==> src/rtl/lc3b_types.sv <==
// Shared LC-3b type definitions used by the cache/memory datapath blocks.
package lc3b_types;

   typedef logic [15:0]  lc3b_word;
   typedef logic [127:0] lc3b_chunk;

   typedef enum bit [1:0] {ARB_IDLE, ARB_I, ARB_D} lc3b_arb_state;

   localparam bit GRANT_I = 1'b0;
   localparam bit GRANT_D = 1'b1;

endpackage

==> src/rtl/cache_mem_arbiter.sv <==
// Shares one memory line port between the I-cache and D-cache: one owner per
// transaction, command latched at grant, completion routed to the owner only.
module cache_mem_arbiter
   import lc3b_types::*;
#(
   parameter int ADDR_W = 16,
   parameter int LINE_W = 128
) (
   input  logic              clk,
   input  logic              rst,
   input  logic              i_read,
   input  logic [ADDR_W-1:0] i_address,
   output logic [LINE_W-1:0] i_rdata,
   output logic              i_resp,
   input  logic              d_read,
   input  logic              d_write,
   input  logic [ADDR_W-1:0] d_address,
   input  logic [LINE_W-1:0] d_wdata,
   output logic [LINE_W-1:0] d_rdata,
   output logic              d_resp,
   output logic              m_read,
   output logic              m_write,
   output logic [ADDR_W-1:0] m_address,
   output logic [LINE_W-1:0] m_wdata,
   input  logic [LINE_W-1:0] m_rdata,
   input  logic              m_resp
);

   lc3b_arb_state     state_q, state_d;
   logic              last_grant_q, last_grant_d;
   logic [ADDR_W-1:0] addr_q, addr_d;
   logic [LINE_W-1:0] wdata_q, wdata_d;
   logic              rd_q, rd_d;
   logic              wr_q, wr_d;
   logic              d_req;
   logic              granted;

   // Under contention the requester that was not served last wins.
   function automatic lc3b_arb_state arb_pick(input logic i_req, input logic d_rq,
                                              input logic last_d);
      if (i_req && d_rq) return last_d ? ARB_I : ARB_D;
      else if (d_rq)     return ARB_D;
      else if (i_req)    return ARB_I;
      else               return ARB_IDLE;
   endfunction

   assign d_req = d_read | d_write;

   always_comb begin
      state_d      = state_q;
      last_grant_d = last_grant_q;
      addr_d       = addr_q;
      wdata_d      = wdata_q;
      rd_d         = rd_q;
      wr_d         = wr_q;
      i_resp       = 1'b0;
      d_resp       = 1'b0;
      case (state_q)
         ARB_IDLE: begin
            state_d = arb_pick(i_read, d_req, last_grant_q);
            if (state_d == ARB_I) begin
               addr_d       = i_address;
               wdata_d      = '0;
               rd_d         = 1'b1;
               wr_d         = 1'b0;
               last_grant_d = GRANT_I;
            end else if (state_d == ARB_D) begin
               // A simultaneous read+write is illegal; the writeback takes it.
               addr_d       = d_address;
               wdata_d      = d_wdata;
               rd_d         = ~d_write;
               wr_d         = d_write;
               last_grant_d = GRANT_D;
            end
         end
         ARB_I: begin
            if (m_resp) begin
               i_resp  = 1'b1;
               state_d = ARB_IDLE;
            end
         end
         ARB_D: begin
            if (m_resp) begin
               d_resp  = 1'b1;
               state_d = ARB_IDLE;
            end
         end
         default: state_d = ARB_IDLE;
      endcase
   end

   always_ff @(posedge clk) begin
      if (rst) begin
         state_q      <= ARB_IDLE;
         last_grant_q <= GRANT_I;
         rd_q         <= 1'b0;
         wr_q         <= 1'b0;
      end else begin
         state_q      <= state_d;
         last_grant_q <= last_grant_d;
         rd_q         <= rd_d;
         wr_q         <= wr_d;
      end
   end

   // Latched address/data are only visible while granted, so they need no reset.
   always_ff @(posedge clk) begin
      addr_q  <= addr_d;
      wdata_q <= wdata_d;
   end

   assign granted   = (state_q != ARB_IDLE);
   assign m_read    = granted & rd_q;
   assign m_write   = granted & wr_q;
   assign m_address = granted ? addr_q  : '0;
   assign m_wdata   = granted ? wdata_q : '0;
   assign i_rdata   = m_rdata;
   assign d_rdata   = m_rdata;

   a_no_d_read_write: assert property (@(posedge clk) disable iff (rst) !(d_read && d_write));

endmodule

==> config.mk <==
export PLATFORM = sky130hd
export DESIGN_NAME = cache_mem_arbiter
export DESIGN_NICKNAME = d
export VERILOG_FILES = /design/src/rtl/lc3b_types.sv /design/src/rtl/cache_mem_arbiter.sv
export SDC_FILE = /design/constraint.sdc
export NUM_CORES = 1
export LEC_CHECK = 0
export ABC_AREA = 1
export CORE_AREA = 5 5 272 274
export CTS_BUF_LIST = sky130_fd_sc_hd__clkbuf_8
export CTS_CLUSTER_DIAMETER = 30
export DETAILED_ROUTE_END_ITERATION = 6
export DIE_AREA = 0 0 277 279
export PLACE_DENSITY = 0.42
export SLEW_MARGIN = 30
export SYNTH_ARGS = -nofsm -noshare
export SYNTH_HDL_FRONTEND = slang
export SYNTH_SLANG_ARGS = --single-unit
==> constraint.sdc <==
create_clock -name clk -period 6.85 [get_ports clk]
set_input_delay 0.685 -clock clk [delete_from_list [all_inputs] [get_ports clk]]
set_output_delay 0.685 -clock clk [all_outputs]
set_load 0.05 [all_outputs]
Word-level counts from Yosys, hierarchy flattened

Index checks and enable logic that the tools add are counted.

Reduce and logical (&&, ||, !) cells: 6
Bitwise operators: 4
Mux-type cells: 21
Eq/ne operators: 5

Operators by type and width:

| kind                                                             | number |
|---|---|
| 128-bit 2-to-1 mux                                               | 2 |
| 16-bit 2-to-1 mux                                                | 3 |
| 1-bit 2-to-1 mux                                                 | 10 |
| 2-bit 2-to-1 mux                                                 | 5 |
| 2-bit by 1-bit == test with 1-bit output (second input constant) | 2 |
| 2-bit == test (second input constant)                            | 2 |
| 2-bit one-hot mux with 2 select lines                            | 1 |
| 2-bit nonzero test                                               | 2 |
| 1-bit AND                                                        | 2 |
| 2-bit zero test                                                  | 1 |
| 2-bit by 1-bit != test with 1-bit output (second input constant) | 1 |
| 2-bit AND reduction                                              | 1 |
| 2-bit OR reduction                                               | 1 |
| 1-bit logical AND                                                | 1 |
| 1-bit inverter                                                   | 1 |
| 1-bit OR                                                         | 1 |

Output and inout port bits: 404
Input port bits: 294
Word-level logic and storage cells: 42
Bits in registers: 149

Longest topological paths before layout

Gate-level depths: netlist of run 1.

Word-level depth: 7
Mapped depth: 9
Depth with buffers taken out: 9

Worst setup path before layout of run 1

Ideal clock, no wire load.

Path kind: in2reg
Start: input d_read
End: register wr_q
Arrival: 5.684 ns
Required time: 6.724 ns
Stages on the path: 9
Setup time: 0.126 ns
Path slack: 1.040 ns
Path buffers: 1
Cell sequence: nor2_2 -> nand2_4 -> nand2_4 -> buf_8 -> ha_1 -> nor2_2 -> inv_1 -> a21oi_1 -> nor2_1

Longest elaborated chain between the ends: 7
Elaborated cells between the ends (all ways): 10
Classes of those cells: eq/ne: 2; mux: 4; bitwise: 1; reduce/logical: 3

Ends and longest elaborated chain:

| element                                                                   | line                                             | RTL |
|---|---|---|
| start, declared                                                           | cache_mem_arbiter.sv:15                          | `input logic d_read,` |
| 1-bit OR (*)                                                              | cache_mem_arbiter.sv:47                          | `assign d_req = d_read \| d_write;` |
| 2-bit 2-to-1 mux or 1-bit logical AND (tied branches)                     | cache_mem_arbiter.sv:42, cache_mem_arbiter.sv:41 |  |
| 2-bit 2-to-1 mux (*)                                                      | cache_mem_arbiter.sv:41                          | `if (i_req && d_rq) return last_d ? ARB_I : ARB_D;` |
| 2-bit 2-to-1 mux (*)                                                      | cache_mem_arbiter.sv:58                          | `case (state_q)` |
| 2-bit by 1-bit == test with 1-bit output or 2-bit == test (tied branches) | cache_mem_arbiter.sv:61, cache_mem_arbiter.sv:67 |  |
| 2-bit nonzero test (no source line)                                       | --                                               |  |
| 2-bit AND reduction (no source line)                                      | --                                               |  |
| end signal, assigned                                                      | cache_mem_arbiter.sv:102                         | `wr_q <= wr_d;` |
| end, declared                                                             | cache_mem_arbiter.sv:34                          | `logic wr_q, wr_d;` |

Every way passes the cells marked *; elsewhere a longest branch is shown, timed or not. The select of a mux whose other input is x is not followed.
A chain may end at the register's enable or synchronous reset.

Worst setup path in the final report of run 1

Start: register state_q[0]
End: output m_wdata[9]

Longest elaborated chain between the ends: 2

Ends and longest elaborated chain:

| element                | line                     | RTL |
|---|---|---|
| start, declared        | cache_mem_arbiter.sv:29  | `lc3b_arb_state state_q, state_d;` |
| start signal, assigned | cache_mem_arbiter.sv:99  | `state_q <= state_d;` |
| 2-bit nonzero test     | cache_mem_arbiter.sv:112 | `assign granted = (state_q != ARB_IDLE);` |
| 128-bit 2-to-1 mux     | cache_mem_arbiter.sv:116 | `assign m_wdata = granted ? wdata_q : '0;` |
| end, declared          | cache_mem_arbiter.sv:24  | `output logic [LINE_W-1:0] m_wdata,` |

Every way passes these cells.

==> out/metrics.yaml, run 1 <==
floorplanning:
  die-width_um: 277
  num_rows: 98
  coreArea_um2: 71100
  die_area_um2: 77300
  start_util_pct: 12.7
  ioPinCount: 698
  dieHeight_um: 279
placement:
  dp_hpwl_um: 25200
  numPortBuffers: 313
  place_area_um2: 11300
  place_congestion: 0.755
  post-place-ws_ns: 3.44
  place_inst: 2052
routing:
  vias: 6307
  drtPass1Iterations: 4
  ant_nets: 0
  wl_per_cell_um: 15.7
  first_iter_violations: 236
  vias_per_cell: 3.02
  drc: 0
  routed_wl_um: 32700
clocking:
  root_buffer: "clkbuf_8"
  numCtsBuffers: 17
  clock_sinks: 149
  ctsResizeCount: 0
  h-tree-depth: 4
  cts_max_path_buffers: 2
  cts_tree: "built"
  cts.reportedPaths.clkPinSlew_ns: 0.10
  hold_buffers: 0
  post_cts.repair.setup_buffers: 0
  clkLatencyLatePin_ns: 0.53
job:
  drv_cap: 0
layout:
  syn2layout_area_growth_pct: 30.1
  nNetsFinal: 1419
  post-route-util_pct: 16.5
  final_cells: 2086
  layout-drive-gt1-share_pct: 3.62
  stdcell_area_um2: 11700
yosys:
  ys_top_cells_by_count: "inv_1, nor2_1, buf_4, edfxtp_1, nand2_1"
  ys_seq_area_share_pct: 49.2
  synth_area_leaders: "edfxtp_1, buf_4, inv_1"
  async_flop_share_pct: 0
  synth-seq-cells: 149
  syn_inst: 1074
  ys.warnings.count: 0
  synth.avg_cell_area_um2: 8.38
  syn-cell-area_um2: 9000
  synth.distinct_cells: 14
  synth_edf_count: 144
  synth_nets: 1372
  synth_top_flop_cell: "edfxtp_1"
  synth_top_area_share_pct: 48.0
  yosysMostFrequentCell: "inv_1"
  synth_area_leader_cell: "edfxtp_1"
sta:
  tightest_slew_ns: 0.915
  fin_crit_ns: 3.67
  max_slew_margin_pct: 39.0
  setup_ws_ns: 3.18
  fmax_mhz: 273
  finalSetupTns_ns: 0
  skew_ns: 0.0227
  finalMaxSlewViolations: 0
  setup-violations-final: 0
  hold_viol_final: 0
  finalCritPeriodShare_pct: 53.5
  rsz0062_at_grt: "false"
  hold_ws_ns: 0.492
power:
  vdd_ir_drop_max_mv: 0.217
  p_per_area_nw_per_um2: 320
  total_power_mw: 3.75
  p_leak_nw: 5.11
global_routing:
  gr-usage-all-layers_pct: 8.35
  antenna_found_initial: 5
  overflow: 0
  grt_pass1_vias: 7094
  grt_pass1_wl_um: 47100
  grt_max_degree: 149
worst_setup_path:
  cp_max_fo: 102
  regToRegEndpoint: "wdata_q[60]"
  required_ns: 6.16
  r2r_slack_ns: 3.99
  critPathKind: "flop to output port"
  critPathArrivalTime_ns: 2.98
  r2r_cells: 6
  end_kind: "output port"
  r2r-start: "state_q[0]"
  startpoint_type: "flop"
worst_hold_path:
  min_path_type: "flop to flop"
  hold_start: "state_q[0]"
  hold_end: "state_q[0]"
  hold_depth: 2
run_status:
  status: "completed"
where the power goes:
part / internal [mW] / leakage (nW) / switching [mW]
clock network: 0.296 / 0.190 / 0.426
registers: 1.31 / 1.44 / 0.0636
logic: 0.489 / 3.47 / 1.16
total: 2.10 / 5.11 / 1.65
worst max-delay path by stage:
stage | start | end | depth (start not counted)
2_1_floorplan | d_read | wr_q | 9
3_3_place_gp | d_write | wdata_q[32] | 7
3_5_place_dp | d_write | wdata_q[53] | 7
4_1_cts | state_q[0] | m_wdata[56] | 5
5_1_grt | state_q[0] | m_wdata[9] | 5
6_report | state_q[0] | m_wdata[9] | 5
layer usage:
metal | global-route usage [%] | vias up | share of wire (%)
li1 | - | 2932 | -
met3 | 5.16 | 153 | 12
met2 | 13.1 | 382 | 45
met1 | 8.46 | 2834 | 37
met5 | 0.611 | - | 0.21
met4 | 4.87 | 6 | 5.3
critical path: stages, from the launching register on:
cell and delay [ns]:
dfxtp_1 0.34, inv_1 0.12, ha_4 0.52, buf_12 0.40, nor2_1 0.14, clkdlybuf4s50_1 0.78
area by class of cell:
type                       instances  area [um2]
multi-input combinational        350        1440
sequential                       149        4420
clock buffer                      17         234
inverter                         286        1070
tap                              950        1190
antenna                            2        5.00
timing repair buffer             317        3200
clock inverter                    15         145
fill                            8040       59400
flip-flops by register name, summed over array words and instances (netlist names):
signal,cells
wdata_q,128
addr_q,16
state_q,2
last_grant_q,1
rd_q,1
wr_q,1
placed cells by master, fill, tap and decap left out, drive strengths merged:
cell and n:
clkdlybuf4s50 313, inv 294, nor2 280, edfxtp 144, nand2 43, clkbuf 17
nand3 16, a21oi 5, dfxtp 5, buf 4, ha 4, clkinvlp 3
clkinv 3, diode 2, o21ai 2, bufinv 1
cell families after synthesis:
kind of cell | count (synthesis) | synth area share (%)
buffers and inverters | 575 | 35.2
AO/OA/AOI/OAI | 7 | 0.389
AND/OR/NAND/NOR | 339 | 14.7
flip-flops | 149 | 49.2
adder cells (fa/ha/maj) | 4 | 0.556
(Power assumes the default switching activity.)
==> run 2, diff against run 1 <==
==> constraint.sdc (replaced) <==
create_clock -name clk -period 3.6 [get_ports clk]
set_input_delay 0.36 -clock clk [delete_from_list [all_inputs] [get_ports clk]]
set_output_delay 0.36 -clock clk [all_outputs]
set_load 0.05 [all_outputs]
==> run 2 against run 1 <==
Total power grew 92%. Clock skew rose by 0.0077 ns. Sequential cell count unchanged. Highest routed layer is now met4. Critical endpoint is now m_wdata[89]. First-iteration DRC count fell by 13%. Sequential share of layout area down 0.58 points. Worst hold slack got worse by 0.042 ns. Clock power is 87% higher. Cell count rose by 0.81%. Clock-buffer cell count unchanged. Global-route usage down 0.53 points.
==> out/metrics.yaml, run 2 (synthesis gave the netlist of run 1 again) <==
clocking:
  hold_buffers: 0  # unchanged
  cts.reportedPaths.clkPinSlew_ns: 0.11  # about the same
  clock_sinks: 149  # unchanged
  cts_tree: "built"
  post_cts.repair.setup_buffers: 0  # unchanged
  clkLatencyLatePin_ns: 0.54  # about the same
  cts_max_path_buffers: 2  # unchanged
  ctsResizeCount: 0  # unchanged
  root_buffer: "clkbuf_8"
  h-tree-depth: 4  # unchanged
  numCtsBuffers: 17  # unchanged
layout:
  reg.largest.list: "wdata_q x128, addr_q x16, state_q x2"
  multi_input_area_um2: 1440  # +0.35%
  nFillCells: 8091  # +0.63%
  layout_commonest_cell: "clkdlybuf4s50_1"
  largest_reg_flops: 128  # unchanged
  syn2layout_area_growth_pct: 32.1
  final_cells: 2103  # +0.81%
  nNetsFinal: 1433  # +0.99%
  post-route-util_pct: 16.7  # +0.26 points
  layout-drive-gt1-share_pct: 4.79  # +1.2 points
  final_cell_mix: "clkdlybuf4s50_1, inv_1, nor2_1"
  regArea_um2: 4420  # unchanged
  stdcell_area_um2: 11900  # +1.6%
  largest-register: "wdata_q"
worst_setup_path:
  r2r-start: "state_q[1]"
  critPathKind: "flop to output port"
  startpoint_type: "flop"
  max_stage_delay_ns: 0.72  # -0.06 ns
  critPathArrivalTime_ns: 2.85  # -0.13 ns
  crit_start: "state_q[1]"
  path_cells: "inv_1 > ha_4 > buf_4 > nor2_1 > clkdlybuf4s50_1"
  r2r_cells: 6  # unchanged
  required_ns: 3.24  # -2.92 ns
  regToRegEndpoint: "wdata_q[52]"
  cp_max_fo: 44  # -57%
  r2r_slack_ns: 1.18  # -2.81 ns
  crit_path_top_delay_cell: "clkdlybuf4s50_1"
  end_kind: "output port"
power:
  p_sw_share_pct: 43.1  # -0.98 points
  p_leak_nw: 5.20  # +1.7%
  p_per_area_nw_per_um2: 604  # +89%
  p_sw_mw: 3.09  # +87%
  power_frac_seq_pct: 36.3  # -0.4 points
  p_clk_share_pct: 18.7  # -0.6 points
  combPwrFrac_pct: 44.9  # +0.9 points
  p_int_mw: 4.09  # +95%
  vdd_ir_drop_max_mv: 0.218  # +0.31%
run_status:
  status: "completed"
global_routing:
  overflow: 0  # unchanged
  grt_pass1_vias: 7088  # -0.085%
  grt_pass1_wl_um: 44600  # -5.3%
  antenna_found_initial: 8  # +3
  grt_max_degree: 51  # -66%
  gr-usage-all-layers_pct: 7.82  # -0.53 points
sta:
  hold_viol_final: 0  # unchanged
  max_slew_margin_pct: 51.7  # +13 points
  finalCritPeriodShare_pct: 89.3
  setup_ws_ns: 0.387  # -2.80 ns
  skew_ns: 0.0304  # +0.00772 ns
  setup-violations-final: 0  # unchanged
  tightest_slew_ns: 0.723  # -0.192 ns
  fin_crit_ns: 3.21
  rsz0062_at_grt: "false"
  fmax_mhz: 311
  hold_ws_ns: 0.451  # -0.0416 ns
  finalMaxSlewViolations: 0  # unchanged
floorplanning:
  coreArea_um2: 71100  # unchanged
  start_util_pct: 12.7  # unchanged
  ioPinCount: 698  # unchanged
  die-width_um: 277  # unchanged
  dieHeight_um: 279  # unchanged
  die_area_um2: 77300  # unchanged
  num_rows: 98  # unchanged
routing:
  first_iter_violations: 205  # -13%
  ant_nets: 0  # unchanged
  routed_wl_um: 30700  # -6.2%
  vias_per_cell: 3.01  # -0.54%
  wl_per_cell_um: 14.6  # -6.9%
  vias: 6324  # +0.27%
  met2_wirelength_um: 12700  # -14%
  met1_length_um: 11600  # -4.2%
  drc: 0  # unchanged
  met3_length_um: 4640  # +16%
  drtPass1Iterations: 4  # unchanged
  top_layer: "met4"
worst_hold_path:
  hold_start: "d_wdata[67]"
  hold_depth: 3  # +1
  hold_end: "wdata_q[67]"
  min_path_type: "input port to flop"
placement:
  place_inst: 2066  # +0.68%
  place_congestion: 0.775  # +2.6%
  place_area_um2: 11500  # +1.5%
  numPortBuffers: 313  # unchanged
  dp_hpwl_um: 24400  # -3.3%
  post-place-ws_ns: 0.725  # -2.71 ns
job:
  drv_cap: 0  # unchanged
[run 2: cell types whose count changed in the layout (fill, tap and decap cells not counted)]
cell,change
nor2_2,-1
buf_4,+9
inv_6,+1
inv_8,-2
buf_12,+5
clkinv_8,+1
diode_2,+3
nor2_4,+1
[run 2: area by class of cell]
type,instances,area share [%]
sequential,149,37.2
timing repair buffer,331,28.3
multi-input combinational,350,12.1
tap,950,10.0
inverter,286,9.03
clock buffer,17,1.97
clock inverter,15,1.24
antenna,5,0.105
[run 2: metal layers]
metal / vias up / global-route usage [%]
met5: - / 0.611
met3: 132 / 5.37
met1: 2820 / 8.33
met2: 404 / 11.2
li1: 2968 / -
met4: 0 / 5.01
[run 2: worst max path at each step]
stage                              end  slack, ns  depth (start not counted)
after CTS                  m_wdata[89]       0.17                          5
after floorplan                   wr_q      -0.06                          9
after global placement    wdata_q[120]       0.73                          9
after detailed placement  wdata_q[110]       0.73                          8
after global routing       m_wdata[87]        0.1                          5
final                      m_wdata[89]       0.39                          5
[run 2: worst max-delay path: cells and delay by family (launching register included)]
kind | cells | cell delay [ns]
DFF | 1 | 0.35
adders and majority gates | 1 | 0.57
and+or+nand+nor | 1 | 0.12
buffers and inverters | 3 | 1.26
[run 2: stage by stage]
stage               TNS, ns  total power [mW]
global placement          0              5.95
floorplan           -0.0576              5.37
CTS                       0              7.40
detailed placement        0              5.95
finish                    0              7.18
global route              0              7.65
[run 2: power groups by stage]
stage / registers [mW] / clock network [mW] / logic (mW)
2_1_floorplan: 2.64 / 0 / 2.73
3_3_place_gp: 2.65 / 0 / 3.30
3_5_place_dp: 2.65 / 0 / 3.30
4_1_cts: 2.62 / 1.47 / 3.32
5_1_grt: 2.66 / 1.52 / 3.47
6_report: 2.61 / 1.35 / 3.23
==> run 3, diff against run 2 <==
--- a/config.mk
+++ b/config.mk
@@ -11,7 +11,7 @@
 export CTS_CLUSTER_DIAMETER = 30
 export DETAILED_ROUTE_END_ITERATION = 6
 export DIE_AREA = 0 0 277 279
-export PLACE_DENSITY = 0.42
+export GPL_ROUTABILITY_DRIVEN = 0
 export SLEW_MARGIN = 30
 export SYNTH_ARGS = -nofsm -noshare
 export SYNTH_HDL_FRONTEND = slang
==> run 3 against run 2 <==
Register-to-register slack improved by 0.32 ns. Worst hold slack got worse by 0.0044 ns. Maximum frequency increased by 4.4%. Wire length increased by 8.1%. Total power increased by 0.81%. Sequential cell count unchanged. Critical path type unchanged. Final area decreased by 0.18%. Non-clock buffer count decreased by 2.
==> out/metrics.yaml, run 3 (synthesis gave the netlist of run 1 again) <==
layout:
  largest-register: "wdata_q"
  multi_input_area_um2: 1440  # unchanged
  largest_reg_flops: 128  # unchanged
  regArea_um2: 4420  # unchanged
  layout_commonest_cell: "clkdlybuf4s50_1"
  nFillCells: 8066  # -0.31%
  layout-drive-gt1-share_pct: 4.54  # -0.25 points
  syn2layout_area_growth_pct: 31.9
  nNetsFinal: 1431  # -0.14%
  final_cell_mix: "clkdlybuf4s50_1, inv_1, nor2_1"
  reg.largest.list: "wdata_q x128, addr_q x16, state_q x2"
power:
  total_power_mw: 7.24  # +0.81%
  vdd_ir_drop_max_mv: 0.278  # +28%
  p_leak_nw: 5.20  # about the same
  p_per_area_nw_per_um2: 610  # +0.99%
worst_hold_path:
  min_path_type: "input port to flop"
  hold_start: "d_wdata[125]"
clocking:
  cts_max_path_buffers: 2  # unchanged
  clkLatencyLatePin_ns: 0.53  # about the same
  hold_buffers: 0  # unchanged
  root_buffer: "clkbuf_8"
  cts_tree: "built"
  numCtsBuffers: 17  # unchanged
  ctsResizeCount: 0  # unchanged
  post_cts.repair.setup_buffers: 0  # unchanged
  h-tree-depth: 4  # unchanged
  clock_sinks: 149  # unchanged
  cts.reportedPaths.clkPinSlew_ns: 0.11  # about the same
sta:
  setup-violations-final: 0  # unchanged
  fmax_mhz: 325  # +4.4%
  finalSetupTns_ns: 0  # unchanged
  rsz0062_at_grt: "false"
  tightest_slew_ns: 0.711  # -0.0112 ns
  skew_ns: 0.0244  # -0.00603 ns
  hold_ws_ns: 0.446  # -0.00436 ns
  fin_crit_ns: 3.08  # -0.135 ns
  max_slew_margin_pct: 52.4  # +0.75 points
  hold_viol_final: 0  # unchanged
  finalCritPeriodShare_pct: 85.5  # -3.8 points
  setup_ws_ns: 0.522  # +0.135 ns
  finalMaxSlewViolations: 0  # unchanged
routing:
  vias_per_cell: 3.00  # -0.32%
  drc: 0  # unchanged
  ant_nets: 0  # unchanged
  wl_per_cell_um: 15.8  # +8.2%
  drtPass1Iterations: 4  # unchanged
  routed_wl_um: 33200  # +8.1%
  first_iter_violations: 286  # +40%
  vias: 6301  # -0.36%
floorplanning:
  ioPinCount: 698  # unchanged
  die-width_um: 277  # unchanged
  num_rows: 98  # unchanged
  dieHeight_um: 279  # unchanged
  coreArea_um2: 71100  # unchanged
  start_util_pct: 12.7  # unchanged
  die_area_um2: 77300  # unchanged
worst_setup_path:
  crit_start: "state_q[1]"
  max_stage_delay_ns: 0.96  # +0.24 ns
  crit_path_top_delay_cell: "clkdlybuf4s50_1"
  critPathKind: "flop to output port"
  critPathArrivalTime_ns: 2.72  # -0.13 ns
  path_buf_inv: 3  # unchanged
  startpoint_type: "flop"
  end_kind: "output port"
  r2r-start: "last_grant_q"
  required_ns: 3.24  # about the same
  path_cells: "inv_1 > ha_4 > buf_12 > nor2_1 > clkdlybuf4s50_1"
  cp_max_fo: 59  # +34%
  cp_top_family: "buffers and inverters"
global_routing:
  grt_max_degree: 96  # +88%
  grt_pass1_wl_um: 46400  # +3.9%
  gr-usage-all-layers_pct: 8.40  # +0.58 points
  overflow: 0  # unchanged
  antenna_found_initial: 12  # +4
  grt_pass1_vias: 6591  # -7.0%
placement:
  dp_hpwl_um: 26200  # +7.5%
  post-place-ws_ns: 0.860  # +0.135 ns
  numPortBuffers: 313  # unchanged
job:
  drv_cap: 0  # unchanged
run_status:
  status: "completed"
==> run 3: cell types whose count changed in the layout (fill, tap and decap cells not counted), sizes merged <==
cell,previous run,this run
inv,293,290
clkinvlp,3,0
buf,18,16
clkinv,4,8
bufinv,1,3
diode,5,6
==> run 3: stage by stage <==
stage               cells  util (%)  instance area, um2
floorplan            1074         -                9020
global placement     2064      16.1               11400
finish               2102      16.7               11900
detailed placement   2064      16.1               11400
CTS                  2096      16.7               11900
global route         2097      16.7               11900
==> run 3: power by group <==
group	switching, mW	leakage, nW	internal, mW	total, mW
Clock	0.763	0.208	0.688	1.45
Combinational	2.21	3.55	0.972	3.18
Sequential	0.118	1.44	2.49	2.61
==> run 3: final timing paths <==
| kind | end | slack [ns] | cells past startpoint |
|---|---|---|---|
| setup / recovery | m_wdata[71] | 0.52 | 5 |
| hold / removal | wdata_q[125] | 0.45 | 3 |
| setup reg to reg | wdata_q[70] | 1.50 | 7 |
| hold reg to reg | state_q[0] | 0.49 | 2 |
==> run 3: area by class of cell <==
class / count / share of cell area (%)
antenna: 6 / 0.127
sequential: 149 / 37.3
inverter: 286 / 9.05
clock inverter: 15 / 1.49
multi-input combinational: 350 / 12.1
clock buffer: 17 / 1.97
tap: 950 / 10.0
timing repair buffer: 329 / 27.9
==> run 3: tightest hold or removal path, stage by stage <==
cell and delay [ns]:
clkdlybuf4s50_1 0.39, inv_1 0.05, nor2_1 0.03
==> run 3: metal layers <==
| layer | up-vias | track usage, % | share of wire, % |
|---|---|---|---|
| met3 | 142 | 5.43 | 14 |
| li1 | 2961 | - | - |
| met5 | - | 0.977 | 0.36 |
| met1 | 2749 | 8.78 | 37 |
| met2 | 441 | 12.8 | 44 |
| met4 | 8 | 4.71 | 4.7 |
